===== config.mk =====
export PLATFORM = sky130hd
export DESIGN_NAME = dac_sample_shaper
export DESIGN_NICKNAME = d
export VERILOG_FILES = /design/src/rtl/dac_sample_shaper_pkg.sv /design/src/rtl/dac_scale_sat.sv /design/src/rtl/dac_sample_shaper.sv
export SDC_FILE = /design/constraint.sdc
export NUM_CORES = 1
export LEC_CHECK = 0
export ABC_AREA = 1
export CORE_MARGIN = 3
export CORE_UTILIZATION = 43
export CTS_BUF_LIST = sky130_fd_sc_hd__clkbuf_8
export CTS_CLUSTER_DIAMETER = 60
export CTS_CLUSTER_SIZE = 12
export DETAILED_ROUTE_END_ITERATION = 16
export GPL_ROUTABILITY_DRIVEN = 0
export SLEW_MARGIN = 0
export SYNTH_ARGS = -nofsm -noshare
export SYNTH_HDL_FRONTEND = slang
export SYNTH_SLANG_ARGS = --single-unit
export TNS_END_PERCENT = 10

===== constraint.sdc =====
create_clock -name clock_i -period 6.95 [get_ports clock_i]
set_clock_uncertainty 0.05 [all_clocks]
set_input_delay 1.39 -clock clock_i [delete_from_list [all_inputs] [get_ports clock_i]]
set_output_delay 1.39 -clock clock_i [all_outputs]
set_load 0.01 [all_outputs]

===== src/rtl/dac_sample_shaper_pkg.sv =====
// Shared constants and helpers for the DAC sample shaping path feeding the
// LTC1668 serializer (16-bit straight binary).
package dac_sample_shaper_pkg;

    localparam int                  DAC_DATA_WIDTH = 16;
    localparam logic [15:0]         DAC_MIDSCALE   = 16'h8000;
    localparam logic [15:0]         DAC_GAIN_ONE   = 16'h8000;
    localparam int                  GAIN_FRAC_BITS = 15;

    // Two's-complement to offset-binary: flipping the MSB re-centres on midscale.
    function automatic logic [DAC_DATA_WIDTH-1:0] to_offset_binary(
        input logic [DAC_DATA_WIDTH-1:0] twos
    );
        return twos ^ DAC_MIDSCALE;
    endfunction

endpackage


===== src/rtl/dac_scale_sat.sv =====
// Two-stage gain/offset/saturate pipeline producing an offset-binary DAC code.
// Input registers load on the sample tick; the code settles two edges later.
module dac_scale_sat
    import dac_sample_shaper_pkg::*;
#(
    parameter int IN_WIDTH = 18
) (
    input  logic                          clock_i,
    input  logic                          reset,
    input  logic                          load,
    input  logic                          flush,
    input  logic                          live,
    input  logic signed [IN_WIDTH-1:0]    sample,
    input  logic [15:0]                   gain,
    input  logic signed [15:0]            offset,
    output logic [DAC_DATA_WIDTH-1:0]     code,
    output logic                          sat_pulse
);

    localparam int PROD_W = IN_WIDTH + 17;
    localparam int SUM_W  = PROD_W + 1;
    localparam logic signed [SUM_W-1:0] SAT_MAX = SUM_W'(32'sd32767);
    localparam logic signed [SUM_W-1:0] SAT_MIN = SUM_W'(-32'sd32768);

    logic signed [IN_WIDTH-1:0] in_sample_r;
    logic [15:0]                in_gain_r;
    logic signed [15:0]         in_offset_r;
    logic                       in_live_r;
    logic                       in_vld_r;
    logic signed [PROD_W-1:0]   prod_r;
    logic signed [15:0]         off1_r;
    logic                       live1_r;
    logic                       vld1_r;
    logic [15:0]                code_r;
    logic                       sat_r;

    logic signed [PROD_W-1:0]   mul_a_s;
    logic signed [PROD_W-1:0]   mul_b_s;
    logic signed [PROD_W-1:0]   prod_s;
    logic signed [PROD_W-1:0]   scaled_s;
    logic signed [SUM_W-1:0]    sum_s;
    logic [15:0]                clip_s;
    logic                       over_s;

    // Multiply, floor-shift, offset and clip arithmetic.
    always_comb begin
        mul_a_s  = PROD_W'(in_sample_r);
        mul_b_s  = PROD_W'({1'b0, in_gain_r});
        prod_s   = mul_a_s * mul_b_s;
        scaled_s = prod_r >>> GAIN_FRAC_BITS;
        sum_s    = SUM_W'(scaled_s) + SUM_W'(off1_r);
        if (sum_s > SAT_MAX) begin
            clip_s = 16'h7FFF;
            over_s = 1'b1;
        end else if (sum_s < SAT_MIN) begin
            clip_s = 16'h8000;
            over_s = 1'b1;
        end else begin
            clip_s = sum_s[15:0];
            over_s = 1'b0;
        end
    end

    // Pipeline registers; a non-live entry (nothing consumed yet) yields midscale.
    always_ff @(posedge clock_i) begin
        if (reset || flush) begin
            in_sample_r <= '0;
            in_gain_r   <= 16'h0000;
            in_offset_r <= 16'sh0000;
            in_live_r   <= 1'b0;
            in_vld_r    <= 1'b0;
            prod_r      <= '0;
            off1_r      <= 16'sh0000;
            live1_r     <= 1'b0;
            vld1_r      <= 1'b0;
            code_r      <= DAC_MIDSCALE;
            sat_r       <= 1'b0;
        end else begin
            in_vld_r <= load;
            if (load) begin
                in_sample_r <= sample;
                in_gain_r   <= gain;
                in_offset_r <= offset;
                in_live_r   <= live;
            end
            vld1_r <= in_vld_r;
            if (in_vld_r) begin
                prod_r  <= prod_s;
                off1_r  <= in_offset_r;
                live1_r <= in_live_r;
            end
            sat_r <= vld1_r & live1_r & over_s;
            if (vld1_r) begin
                code_r <= live1_r ? to_offset_binary(clip_s) : DAC_MIDSCALE;
            end
        end
    end

    assign code      = code_r;
    assign sat_pulse = sat_r;

endmodule


===== src/rtl/dac_sample_shaper.sv =====
// Paces signed samples into the DAC at clock_i/CLK_DIV: one-deep hold register,
// gain/offset/saturation pipeline, data_clock_n strobe and underrun/sat status.
module dac_sample_shaper
    import dac_sample_shaper_pkg::*;
#(
    parameter int CLK_DIV  = 50,
    parameter int IN_WIDTH = 18
) (
    input  logic                          clock_i,
    input  logic                          reset,
    input  logic                          enable_i,
    input  logic signed [IN_WIDTH-1:0]    s_data_i,
    input  logic                          s_valid_i,
    output logic                          s_ready_o,
    input  logic [15:0]                   gain_i,
    input  logic signed [15:0]            offset_i,
    input  logic                          clear_i,
    output logic [DAC_DATA_WIDTH-1:0]     data_o,
    output logic                          data_clock_n,
    output logic [15:0]                   underrun_cnt_o,
    output logic                          sat_o
);

    localparam int              PW         = $clog2(CLK_DIV);
    localparam logic [PW-1:0]   PHASE_LAST = PW'(CLK_DIV - 1);
    localparam logic [PW-1:0]   PHASE_FALL = PW'(CLK_DIV / 2 - 1);
    localparam logic [PW-1:0]   PHASE_ONE  = PW'(1);

    logic [PW-1:0]              phase_r;
    logic                       hold_full_r;
    logic signed [IN_WIDTH-1:0] hold_data_r;
    logic signed [IN_WIDTH-1:0] last_r;
    logic                       primed_r;
    logic [15:0]                data_r;
    logic                       dclk_n_r;
    logic [15:0]                underrun_r;
    logic                       sat_r;

    logic                       tick_s;
    logic                       ready_s;
    logic                       accept_s;
    logic                       load_s;
    logic                       flush_s;
    logic                       underrun_s;
    logic signed [IN_WIDTH-1:0] feed_data_s;
    logic                       feed_live_s;
    logic [15:0]                code_s;
    logic                       sat_pulse_s;

    // Tick, handshake and the value handed to the pipeline on each tick.
    always_comb begin
        tick_s      = (phase_r == PHASE_LAST);
        ready_s     = enable_i & ~reset & (~hold_full_r | tick_s);
        accept_s    = s_valid_i & ready_s;
        load_s      = tick_s & enable_i;
        flush_s     = tick_s & ~enable_i;
        underrun_s  = load_s & ~hold_full_r;
        feed_data_s = hold_full_r ? hold_data_r : last_r;
        feed_live_s = hold_full_r | primed_r;
    end

    dac_scale_sat #(
        .IN_WIDTH (IN_WIDTH)
    ) u_scale (
        .clock_i   (clock_i),
        .reset     (reset),
        .load      (load_s),
        .flush     (flush_s),
        .live      (feed_live_s),
        .sample    (feed_data_s),
        .gain      (gain_i),
        .offset    (offset_i),
        .code      (code_s),
        .sat_pulse (sat_pulse_s)
    );

    // Phase counter, strobe, hold register and output word.
    always_ff @(posedge clock_i) begin
        if (reset) begin
            phase_r     <= '0;
            dclk_n_r    <= 1'b1;
            hold_full_r <= 1'b0;
            hold_data_r <= '0;
            last_r      <= '0;
            primed_r    <= 1'b0;
            data_r      <= DAC_MIDSCALE;
        end else begin
            phase_r <= tick_s ? '0 : phase_r + PHASE_ONE;
            if (tick_s) begin
                dclk_n_r <= 1'b1;
            end else if (phase_r == PHASE_FALL) begin
                dclk_n_r <= 1'b0;
            end else begin
                dclk_n_r <= dclk_n_r;
            end

            if (!enable_i) begin
                hold_full_r <= 1'b0;
                primed_r    <= 1'b0;
            end else begin
                if (load_s && hold_full_r) begin
                    last_r   <= hold_data_r;
                    primed_r <= 1'b1;
                end
                if (accept_s) begin
                    hold_full_r <= 1'b1;
                    hold_data_r <= s_data_i;
                end else if (load_s) begin
                    hold_full_r <= 1'b0;
                end
            end

            if (load_s) begin
                data_r <= code_s;
            end else if (flush_s) begin
                data_r <= DAC_MIDSCALE;
            end
        end
    end

    // Status: a same-edge event beats clear_i.
    always_ff @(posedge clock_i) begin
        if (reset) begin
            underrun_r <= 16'h0000;
            sat_r      <= 1'b0;
        end else begin
            if (clear_i) begin
                underrun_r <= underrun_s ? 16'h0001 : 16'h0000;
                sat_r      <= sat_pulse_s;
            end else begin
                if (underrun_s && (underrun_r != 16'hFFFF)) begin
                    underrun_r <= underrun_r + 16'h0001;
                end
                sat_r <= sat_r | sat_pulse_s;
            end
        end
    end

    assign s_ready_o      = ready_s;
    assign data_o         = data_r;
    assign data_clock_n   = dclk_n_r;
    assign underrun_cnt_o = underrun_r;
    assign sat_o          = sat_r;

endmodule


==> reports/qor.csv, run 1 <==
stage,metric,value,unit
grt,antenna_found_initial,1,
timing,max_freq,157,MHz
floorplanning,rows,77,
timing,fin_crit,6390,ps
cts,cts_tree,yes,
setup_path,reg2reg_setup_slack,560,ps
timing,tightest_slew,1100,ps
flow_run,cap_violations,0,
grt,grt.total_usage,22.3,%
logic_synthesis,synth_nets,3060,
route,vias_per_cell,4.98,
timing,setup_violations,0,
logic_synthesis,synth_area,0.0195,sq mm
finish,drive_gt1_share,4.17,%
setup_path,cp_slowest_cell,dfxtp_1,
cts,cts_made_buffers,17,
setup_path,cp.buffers_inverters,4,
pwr,worst_ir_drop_vdd,0.121,mV
cts,cts-root-buf,clkbuf_8,
cts,cts.sinks,185,
logic_synthesis,yosysWarningCount,0,
setup_path,cpLargestDelayFamily,adder cells,
grt,gr-total-overflow,0,
logic_synthesis,synth_cells,2602,
cts,cts_hold_buf,0,
finish,n_antenna_cell,0,
timing,hold_viol,0,
setup_path,end_kind,flop,
route,wire_per_inst,15.6,um
placed_design,io_buffers,89,
setup_path,start_kind,flop,
pwr,powerDensity,87.7,mW/mm^2
setup_path,worstPathCellList,nand2_1 -> inv_1 -> fa_1 -> fa_1 -> inv_1 -> fa_1 -> fa_1 -> fa_1 -> fa_1 -> inv_1 -> ha_1 -> nand2_1 -> nor2_1 -> inv_1 -> nor2_1 -> nand3_1 -> o21bai_1 -> nand3_1 -> nand2_1 -> nor2_1 -> nor2_1,
setup_path,crit_top_cell,fa_1,
grt,grt_pass1_wl,85300,um
cts,postCtsSetupRepairBufs,0,
floorplanning,die_height,219,um
floorplanning,core_area,0.0445,sq mm
finish,layout.nets,3109,
setup_path,cpPeakStageDelay,940,ps
logic_synthesis,avgSynthCellArea,7.49,sq um
timing,post-route-period-util,91.9,%
setup_path,critPathMaxFanout,19,
floorplanning,ioPinCount,90,
setup_path,critical_path_class,flop to flop,
cts,htreeDepth,4,
timing,rsz0062_at_grt,false,
placed_design,dp_hpwl,41300,um
grt,grt_max_degree,56,
timing,slew_headroom,26.6,%
pwr,p_leak,11.0,nW
finish,area_growth,10.2,%
route,drt_iter0_drc,1034,
route,drt_first_pass_iters,8,
logic_synthesis,synth_cell_types,48,
placed_design,place_area,0.0211,sq mm
floorplanning,dieWidth,219,um
route,drt-total-wl,50900,um
timing,drv_slew,0,
logic_synthesis,synthArstFlopShare,0,%
route,ant_nets,0,
setup_path,arrival,6730,ps
cts,cts_resized,0,
finish,final_area,0.0215,sq mm
logic_synthesis,synth-edff-count,0,
grt,grt_pass1_vias,16900,
min_path,hold_path_class,flop to flop,
status,status,"complete, no violations",
pwr,p_total,1.88,mW
logic_synthesis,synth_seq_cells,185,
logic_synthesis,synth_ff_type,dfxtp_1,
route,drc_errors,0,
logic_synthesis,seq_area_frac_synth,19.0,%
timing,fin_setup_tns,0,ps
floorplanning,start_util,43.8,%
cts,clk_latency,510,ps
cts,clkTransAtPathRegs,100,ps
cts,clockBufferDepth,2,
floorplanning,die-area,0.0479,sq mm
setup_path,cp.required,7290,ps
route,via_count,16200,
-- path summary, 6_finish.rpt --
kind | start | endpoint | cells after the start
worst max-delay path | u_scale.in_gain_r[7]$_SDFFE_PP0P_ | u_scale.prod_r[28]$_SDFFE_PP0P_ | 21
worst min-delay path | last_r[13]$_SDFFE_PP0P_ | last_r[13]$_SDFFE_PP0P_ | 2
worst max register to register | u_scale.in_gain_r[7]$_SDFFE_PP0P_ | u_scale.prod_r[28]$_SDFFE_PP0P_ | 21
worst min register to register | last_r[13]$_SDFFE_PP0P_ | last_r[13]$_SDFFE_PP0P_ | 2
-- placed cells by master (no fill, tap or decap), types with 4 or more instances in the layout --
cell and count:
nand2_1 716, inv_1 616, fa_1 292, dfxtp_1 184, a21oi_1 157, nor2_1 115, ha_1 111, nand3_1 91
clkdlybuf4s50_1 89, buf_4 54, o21ai_0 44, a31oi_1 29, clkbuf_8 17, nor3_1 16, xnor2_1 16, a22o_1 15
nand4_1 12, o21bai_1 12, xor2_1 9, a21o_1 5, nor2_4 4, a21boi_0 4, inv_8 4
-- synthesized netlist by cell type (all sizes together), types with 2 or more instances --
library cell / count / area share (%)
and3: 2 / 0.064
xnor2: 16 / 0.72
nand2: 722 / 14
o21bai: 12 / 0.46
nor4: 3 / 0.096
inv: 619 / 12
clkbuf: 85 / 1.6
o221ai: 2 / 0.090
a2bb2oi: 2 / 0.090
fa: 292 / 30
or2: 2 / 0.064
a22o: 15 / 0.67
buf: 28 / 0.66
nand4: 12 / 0.39
dfxtp: 185 / 19
nor3: 18 / 0.51
o211ai: 3 / 0.12
a31oi: 29 / 0.93
a21o: 5 / 0.19
nand3: 92 / 2.4
a21boi: 4 / 0.15
nor2: 121 / 2.5
a21oi: 158 / 4.1
ha: 111 / 7.1
xor2: 9 / 0.40
o21ai: 46 / 1.2
nand3b: 3 / 0.12
-- sequential cells by signal, indices dropped and copies added (netlist names), 16 cells and up --
register and cells:
u_scale.prod_r 20, u_scale.in_sample_r 18, data_o 16, last_r 18, u_scale.in_offset_r 16, hold_data_r 18, u_scale.off1_r 16, u_scale.in_gain_r 16
underrun_cnt_o 16, u_scale.code 16
-- area by class of cell --
cell class                 instances  area [sq um]
inverter                         619          2330
timing repair buffer             143          1300
clock buffer                      17           234
sequential                       185          3700
multi-input combinational       1685         13000
fill                            4448         23000
clock inverter                    15           161
tap                              592           741
-- through the flow --
stage,std cells,utilization [%],hold slack (ps),setup WS (ps)
2_1_floorplan,2602,-,363,795
3_3_place_gp,3224,47.4,395,702
3_5_place_dp,3224,47.4,404,695
4_1_cts,3256,48.3,418,658
5_1_grt,3256,48.3,432,161
6_report,3256,48.3,418,563
-- where the power goes --
group / switching (mW) / internal [mW]
clock: 0.441 / 0.298
sequential: 0.00362 / 1.06
combinational: 0.0411 / 0.0358
-- cell families after synthesis --
| family | count (synthesis) | synth area share (%) |
|---|---|---|
| flops | 185 | 19.0 |
| simple gates | 976 | 20.3 |
| buf+inv | 732 | 14.2 |
| xor+xnor | 25 | 1.12 |
| compound gates | 281 | 8.25 |
| fa+ha+maj | 403 | 37.1 |
-- metal layers --
layer / global-route usage [%] / vias up / routed length, um / share of wire, %
met3: 3.05 / 90 / 2570 / 5.0
met1: 29.5 / 7867 / 22900 / 45
met4: 6.93 / 0 / 1160 / 2.3
li1: - / 7821 / - / -
met5: 0 / - / 0 / 0
met2: 37.9 / 446 / 24300 / 48
-- worst min-delay path: cells and delay by family (launching register included) --
kind	cells	cell delay [ps]
flip-flops	1	320
AND/OR/NAND/NOR	1	60
AO/OA/AOI/OAI	1	50
Note: power is estimated with default switching activity, not from simulation.
==> run 2: changes to the inputs <==
- CORE_UTILIZATION: 43 -> 50
- PLACE_DENSITY: default -> 0.68
==> run 2 against run 1 <==
Against the previous run:
- maximum frequency decreased by 1.1%
- die area decreased by 14%
- sequential share of layout area increased by 0.11 points
- clock-buffer cell count unchanged
- largest cell class unchanged
==> reports/qor.csv, run 2 (synthesis gave the netlist of run 1 again) <==
stage,metric,value,unit,change
setup_path,cpLargestDelayFamily,adder cells,,
finish,mostFrequentLayoutCell,nand2_1,,
setup_path,cp_num_cells,24,,+14%
min_path,hold_path_class,flop to flop,,
timing,max_freq,155,MHz,-1.1%
route,drc_errors,0,,unchanged
setup_path,cp.required,7290,ps,about the same
grt,grt_max_degree,59,,+5.4%
finish,area_growth,9.57,%,
setup_path,arrival,6790,ps,+60 ps
floorplanning,die-area,0.0414,sq mm,-14%
floorplanning,start_util,51.3,%,+7.5 points
timing,fin_setup_tns,0,ps,unchanged
finish,seq_area,0.00371,sq mm,about the same
setup_path,cp_slowest_cell,dfxtp_1,,
finish,largest_reg_flops,20,,unchanged
floorplanning,die_height,203,um,-7.1%
setup_path,crit_top_cell,inv_1,,
finish,layout.nets,3102,,-0.23%
floorplanning,ioPinCount,90,,unchanged
placed_design,dp_hpwl,41200,um,-0.32%
setup_path,reg2regPathDepth,24,,+14%
finish,instances_no_fill,3169,,-2.7%
timing,post-route-period-util,92.9,%,+0.99 points
timing,holdWs,414,ps,-3.93 ps
cts,clockBufferDepth,2,,unchanged
setup_path,crit_end,u_scale.prod_r[29]$_SDFFE_PP0P_,,
setup_path,critical_path_class,flop to flop,,
pwr,powerDensity,89.4,mW/mm^2,+2.0%
status,status,"complete, no violations",,
setup_path,reg2reg_to,u_scale.prod_r[29]$_SDFFE_PP0P_,,
timing,hold_viol,0,,unchanged
cts,clk_latency,510,ps,about the same
finish,fin_util,56.2,%,+7.9 points
setup_path,reg2reg_setup_slack,490,ps,-70 ps
route,ant_nets,0,,unchanged
route,via_count,16400,,+0.97%
route,highest-signal-layer,met5,,
timing,tightest_slew,1030,ps,-66.3 ps
setup_path,setup.worst_path.start,u_scale.in_gain_r[8]$_SDFFE_PP0P_,,
route,wire_per_inst,15.9,um,+1.5%
setup_path,cpPeakStageDelay,700,ps,-240 ps
pwr,worst_ir_drop_vdd,0.0984,mV,-19%
finish,drive_gt1_share,3.99,%,-0.18 points
finish,final_area,0.0214,sq mm,-0.59%
cts,clkTransAtPathRegs,130,ps,+30 ps
route,drt_iter0_drc,1181,,+14%
grt,antenna_found_initial,2,,+1
timing,slew_headroom,31.0,%,+4.4 points
route,met2_length,23400,um,-3.6%
route,route.met3.wl,3740,um,+45%
setup_path,cp.buffers_inverters,7,,+3
placed_design,dp_cells,3136,,-2.7%
route,wirelength_met1,21200,um,-7.5%
setup_path,start_kind,flop,,
cts,cts_hold_buf,0,,unchanged
setup_path,end_kind,flop,,
grt,grt.total_usage,25.3,%,+3.1 points
grt,grt_pass1_wl,84400,um,-1.1%
setup_path,worstPathCellList,nand2_1 -> inv_1 -> fa_1 -> inv_1 -> fa_1 -> fa_1 -> inv_1 -> fa_1 -> fa_1 -> inv_1 -> fa_1 -> inv_1 -> ha_1 -> nand2_1 -> nor2_1 -> inv_1 -> nor2_1 -> inv_1 -> nor4_1 -> o21ai_0 -> nand3_1 -> nand2_1 -> nor2_1 -> nor2_1,,
finish,largest_register,u_scale.prod_r,,
cts,cts_made_buffers,17,,unchanged
timing,drv_slew,0,,unchanged
cts,cts-root-buf,clkbuf_8,,
route,vias_per_cell,5.17,,+3.7%
setup_path,critPathMaxFanout,11,,-8
grt,gr-total-overflow,0,,unchanged
finish,layout_common_cells,"716 x nand2_1, 615 x inv_1, 292 x fa_1",,
floorplanning,core_area,0.0380,sq mm,-15%
flow_run,cap_violations,0,,unchanged
pwr,p_leak,10.9,nW,-0.20%
setup_path,regToRegStartpoint,u_scale.in_gain_r[8]$_SDFFE_PP0P_,,
cts,htreeDepth,4,,unchanged
timing,fin_crit,6460,ps,+69.1 ps
cts,cts.sinks,185,,unchanged
floorplanning,rows,71,,-7.8%
placed_design,place_area,0.0209,sq mm,-0.73%
route,drt-total-wl,50300,um,-1.3%
floorplanning,dieWidth,203,um,-7.1%
route,drt_first_pass_iters,8,,unchanged
placed_design,io_buffers,89,,unchanged
grt,grt_pass1_vias,16700,,-1.2%
finish,multiInputGateArea,0.0130,sq mm,unchanged
cts,cts_tree,yes,,
timing,setup_violations,0,,unchanged
finish,fillers,3626,,-18%
timing,rsz0062_at_grt,false,,
## run 2: timing repair
action                                 4_1_cts  5_1_grt
setup endpoints to repair                    0        1
endpoints found under the hold margin        0        0
buffers inserted                             0        0
resized for setup                            0        1
## run 2: worst min path at each step
stage                            startpoint                           end  slack (ps)  cells past startpoint
2_1_floorplan  u_scale.sat_pulse$_SDFF_PP0_              sat_o$_SDFF_PP0_         360                      2
3_3_place_gp      data_clock_n$_SDFFE_PP1N_     data_clock_n$_SDFFE_PP1N_         390                      2
3_5_place_dp   u_scale.code[0]$_SDFFE_PP0P_  u_scale.code[0]$_SDFFE_PP0P_         400                      2
4_1_cts        u_scale.code[1]$_SDFFE_PP0P_  u_scale.code[1]$_SDFFE_PP0P_         420                      2
5_1_grt              last_r[1]$_SDFFE_PP0P_        last_r[1]$_SDFFE_PP0P_         430                      2
6_report       u_scale.code[1]$_SDFFE_PP0P_  u_scale.code[1]$_SDFFE_PP0P_         410                      2
## run 2: where the power goes
| part | internal [mW] | leakage, nW | total, mW | switching [mW] |
|---|---|---|---|---|
| Clock | 0.280 | 0.211 | 0.766 | 0.485 |
| Sequential | 1.06 | 1.49 | 1.07 | 0.00353 |
| Combinational | 0.0357 | 9.23 | 0.0759 | 0.0401 |
## run 2: area by class of cell
class / instances / area share [%]
clock inverters: 15 / 0.867
clock buffers: 17 / 1.10
flip-flops and latches: 185 / 17.4
multi-input cells: 1685 / 61.0
repair buffers: 136 / 5.82
inverters: 619 / 10.9
diodes: 1 / 0.0117
well taps: 511 / 2.99
## run 2: stage by stage
stage	power (mW)	setup WS, ps
floorplan	1.12	795
global placement	1.17	488
detailed placement	1.17	516
CTS	1.93	449
global route	1.97	111
finish	1.91	494
## run 2: routing by layer
metal | global-route usage, % | vias up
met4 | 9.76 | 4
met1 | 33.2 | 7899
met2 | 41.4 | 528
met5 | 0 | -
li1 | - | 7826
met3 | 5.54 | 125
## run 2: worst reg2reg max path, stage by stage, from the launching register on
cell	delay [ps]
dfxtp_1	700
nand2_1	200
inv_1	170
fa_1	570
inv_1	190
fa_1	440
fa_1	420
inv_1	90
fa_1	440
fa_1	540
inv_1	50
fa_1	520
inv_1	40
ha_1	450
nand2_1	140
nor2_1	170
inv_1	90
nor2_1	100
inv_1	60
nor4_1	320
o21ai_0	260
nand3_1	120
nand2_1	50
nor2_1	110
nor2_1	40
==> run 3: changes to the inputs <==
- CAP_MARGIN: default -> 20
- PLACE_DENSITY: 0.68 -> 0.69
- clock period: 6.95 -> 7.95 ns (I/O delays scaled with it)
==> run 3 against run 2 <==
Against the previous run:
- combinational power decreased by 13%
- non-clock buffer count is 29 lower
- final area fell by 1.2%
- final cell count shrank 0.98%
- core utilization decreased by 0.69 points
- register-to-register slack gained 780 ps
- sequential share of layout area rose by 0.21 points
- hold slack worse by 20 ps
- global-route usage is 1.2 points lower
==> reports/qor.csv, run 3 (synthesis gave the netlist of run 1 again) <==
stage,metric,value,unit,change
route,wire_per_inst,15.4,um,-3.1%
timing,tightest_slew,975,ps,-55.7 ps
finish,largest_register,u_scale.prod_r,,
route,drc_errors,0,,unchanged
floorplanning,core_area,0.0380,sq mm,unchanged
setup_path,worstPathCellList,nand2_1 -> fa_1 -> inv_1 -> fa_1 -> fa_1 -> fa_1 -> fa_1 -> inv_1 -> fa_1 -> inv_1 -> ha_1 -> nand2_1 -> nor2_1 -> inv_1 -> nor2_1 -> inv_1 -> nor4_1 -> o21ai_0 -> nand3_1 -> nand2_1 -> nor2_1 -> nor2_1,,
placed_design,dp_cells,3106,,-0.96%
cts,cts_made_buffers,17,,unchanged
placed_design,dp_hpwl,38600,um,-6.2%
cts,htreeDepth,4,,unchanged
cts,clockBufferDepth,2,,unchanged
pwr,p_leak,10.7,nW,-1.6%
finish,fin_util,55.5,%,-0.69 points
setup_path,cpLargestDelayFamily,adder cells,,
route,vias_per_cell,5.15,,-0.42%
cts,cts_hold_buf,0,,unchanged
grt,antenna_found_initial,0,,-2
route,drt_iter0_drc,1081,,-8.5%
floorplanning,ioPinCount,90,,unchanged
finish,mostFrequentLayoutCell,nand2_1,,
finish,instances_no_fill,3138,,-0.98%
finish,area_growth,8.23,%,
timing,slew_headroom,34.9,%,+3.8 points
finish,final_area,0.0211,sq mm,-1.2%
min_path,hp-start,u_scale.sat_pulse$_SDFF_PP0_,,
timing,hold_viol,0,,unchanged
timing,rsz0062_at_grt,false,,
pwr,worst_ir_drop_vdd,0.0805,mV,-18%
finish,drive_gt1_share,2.82,%,-1.2 points
route,via_count,16200,,-1.4%
finish,n_antenna_cell,0,,-1
route,drt_first_pass_iters,6,,-2
setup_path,critPathMaxFanout,19,,+8
floorplanning,start_util,51.3,%,unchanged
cts,postCtsSetupRepairBufs,0,,unchanged
route,drt-total-wl,48200,um,-4.0%
cts,cts.sinks,185,,unchanged
setup_path,start_kind,flop,,
setup_path,cp.buffers_inverters,5,,-2
placed_design,io_buffers,89,,unchanged
cts,cts-root-buf,clkbuf_8,,
timing,fin_setup_tns,0,ps,unchanged
grt,grt_pass1_vias,16600,,-0.83%
cts,clk_latency,490,ps,-20 ps
setup_path,cpPeakStageDelay,860,ps,+160 ps
timing,fin_crit,6670,ps,+217 ps
grt,gr-total-overflow,0,,unchanged
setup_path,end_kind,flop,,
setup_path,arrival,7000,ps,+210 ps
finish,layout_common_cells,"716 x nand2_1, 616 x inv_1, 292 x fa_1",,
placed_design,place_area,0.0207,sq mm,-1.1%
status,status,"complete, no violations",,
min_path,hold_path_class,flop to flop,,
finish,layout.nets,3073,,-0.93%
floorplanning,rows,71,,unchanged
timing,drv_slew,0,,unchanged
route,ant_nets,0,,unchanged
timing,post-route-period-util,83.9,%,-9.0 points
setup_path,cp_slowest_cell,fa_1,,
timing,max_freq,150,MHz,-3.2%
pwr,powerDensity,76.5,mW/mm^2,-14%
floorplanning,die-area,0.0414,sq mm,unchanged
setup_path,cp.required,8280,ps,+990 ps
cts,cts_tree,yes,,
setup_path,critical_path_class,flop to flop,,
flow_run,cap_violations,0,,unchanged
grt,grt_max_degree,56,,-5.1%
floorplanning,dieWidth,203,um,unchanged
cts,cts_resized,0,,unchanged
floorplanning,die_height,203,um,unchanged
setup_path,regToRegStartpoint,u_scale.in_gain_r[2]$_SDFFE_PP0P_,,
grt,grt_pass1_wl,81500,um,-3.4%
setup_path,setup.worst_path.start,u_scale.in_gain_r[2]$_SDFFE_PP0P_,,
timing,holdWs,394,ps,-19.6 ps
timing,setup_violations,0,,unchanged
cts,clkTransAtPathRegs,120,ps,about the same
setup_path,crit_top_cell,fa_1,,
finish,largest_reg_flops,20,,unchanged
grt,grt.total_usage,24.1,%,-1.2 points
-- run 3: changes by cell type in the layout (fill, tap and decap cells not counted) --
cell	change
buf_4	-29
clkbuf_8	+4
clkinv_8	-4
inv_8	-4
clkinv_4	+2
clkinvlp_4	+2
clkinv_2	-1
dfxtp_1	+1
dfxtp_2	-1
diode_2	-1
inv_1	+1
inv_12	-1
-- run 3: per-stage QoR --
stage / power (mW) / setup slack, ps
finish: 1.61 / 1280
global route: 1.67 / 739
CTS: 1.63 / 1270
detailed placement: 1.02 / 1320
global placement: 1.02 / 1470
floorplan: 0.983 / 1790
-- run 3: metal layers --
layer / global-route usage [%] / vias to the layer above / part of all wire, % / wire length (um)
met2: 41.8 / 487 / 48 / 23400
met4: 6.81 / 0 / 2.4 / 1160
met3: 2.97 / 82 / 5.9 / 2840
met5: 0 / - / 0 / 0
li1: - / 7751 / - / -
met1: 32.1 / 7833 / 43 / 20900
-- run 3: cell type report --
class | instances | area, sq um
timing repair buffer | 107 | 1030
multi-input combinational | 1685 | 13000
clock inverter | 10 | 90.1
clock buffer | 21 | 289
tap | 511 | 639
fill | 3637 | 16900
inverter | 619 | 2330
sequential | 185 | 3700
-- run 3: tightest hold or removal path, stage by stage (launching register included) --
cell and delay, ps:
dfxtp_1 320, a21oi_1 30, nor2_1 60
-- run 3: path summary, 6_finish.rpt --
kind,end,slack (ps),cells past startpoint
setup / recovery,u_scale.prod_r[29]$_SDFFE_PP0P_,1280,22
hold / removal,sat_o$_SDFF_PP0_,390,2
setup reg to reg,u_scale.prod_r[29]$_SDFFE_PP0P_,1280,22
hold reg to reg,sat_o$_SDFF_PP0_,390,2
-- run 3: power breakdown --
group | internal [mW] | total (mW) | switching (mW) | leakage (nW)
combinational | 0.0312 | 0.0660 | 0.0347 | 9.07
sequential | 0.930 | 0.933 | 0.00289 | 1.49
clock | 0.255 | 0.616 | 0.360 | 0.191
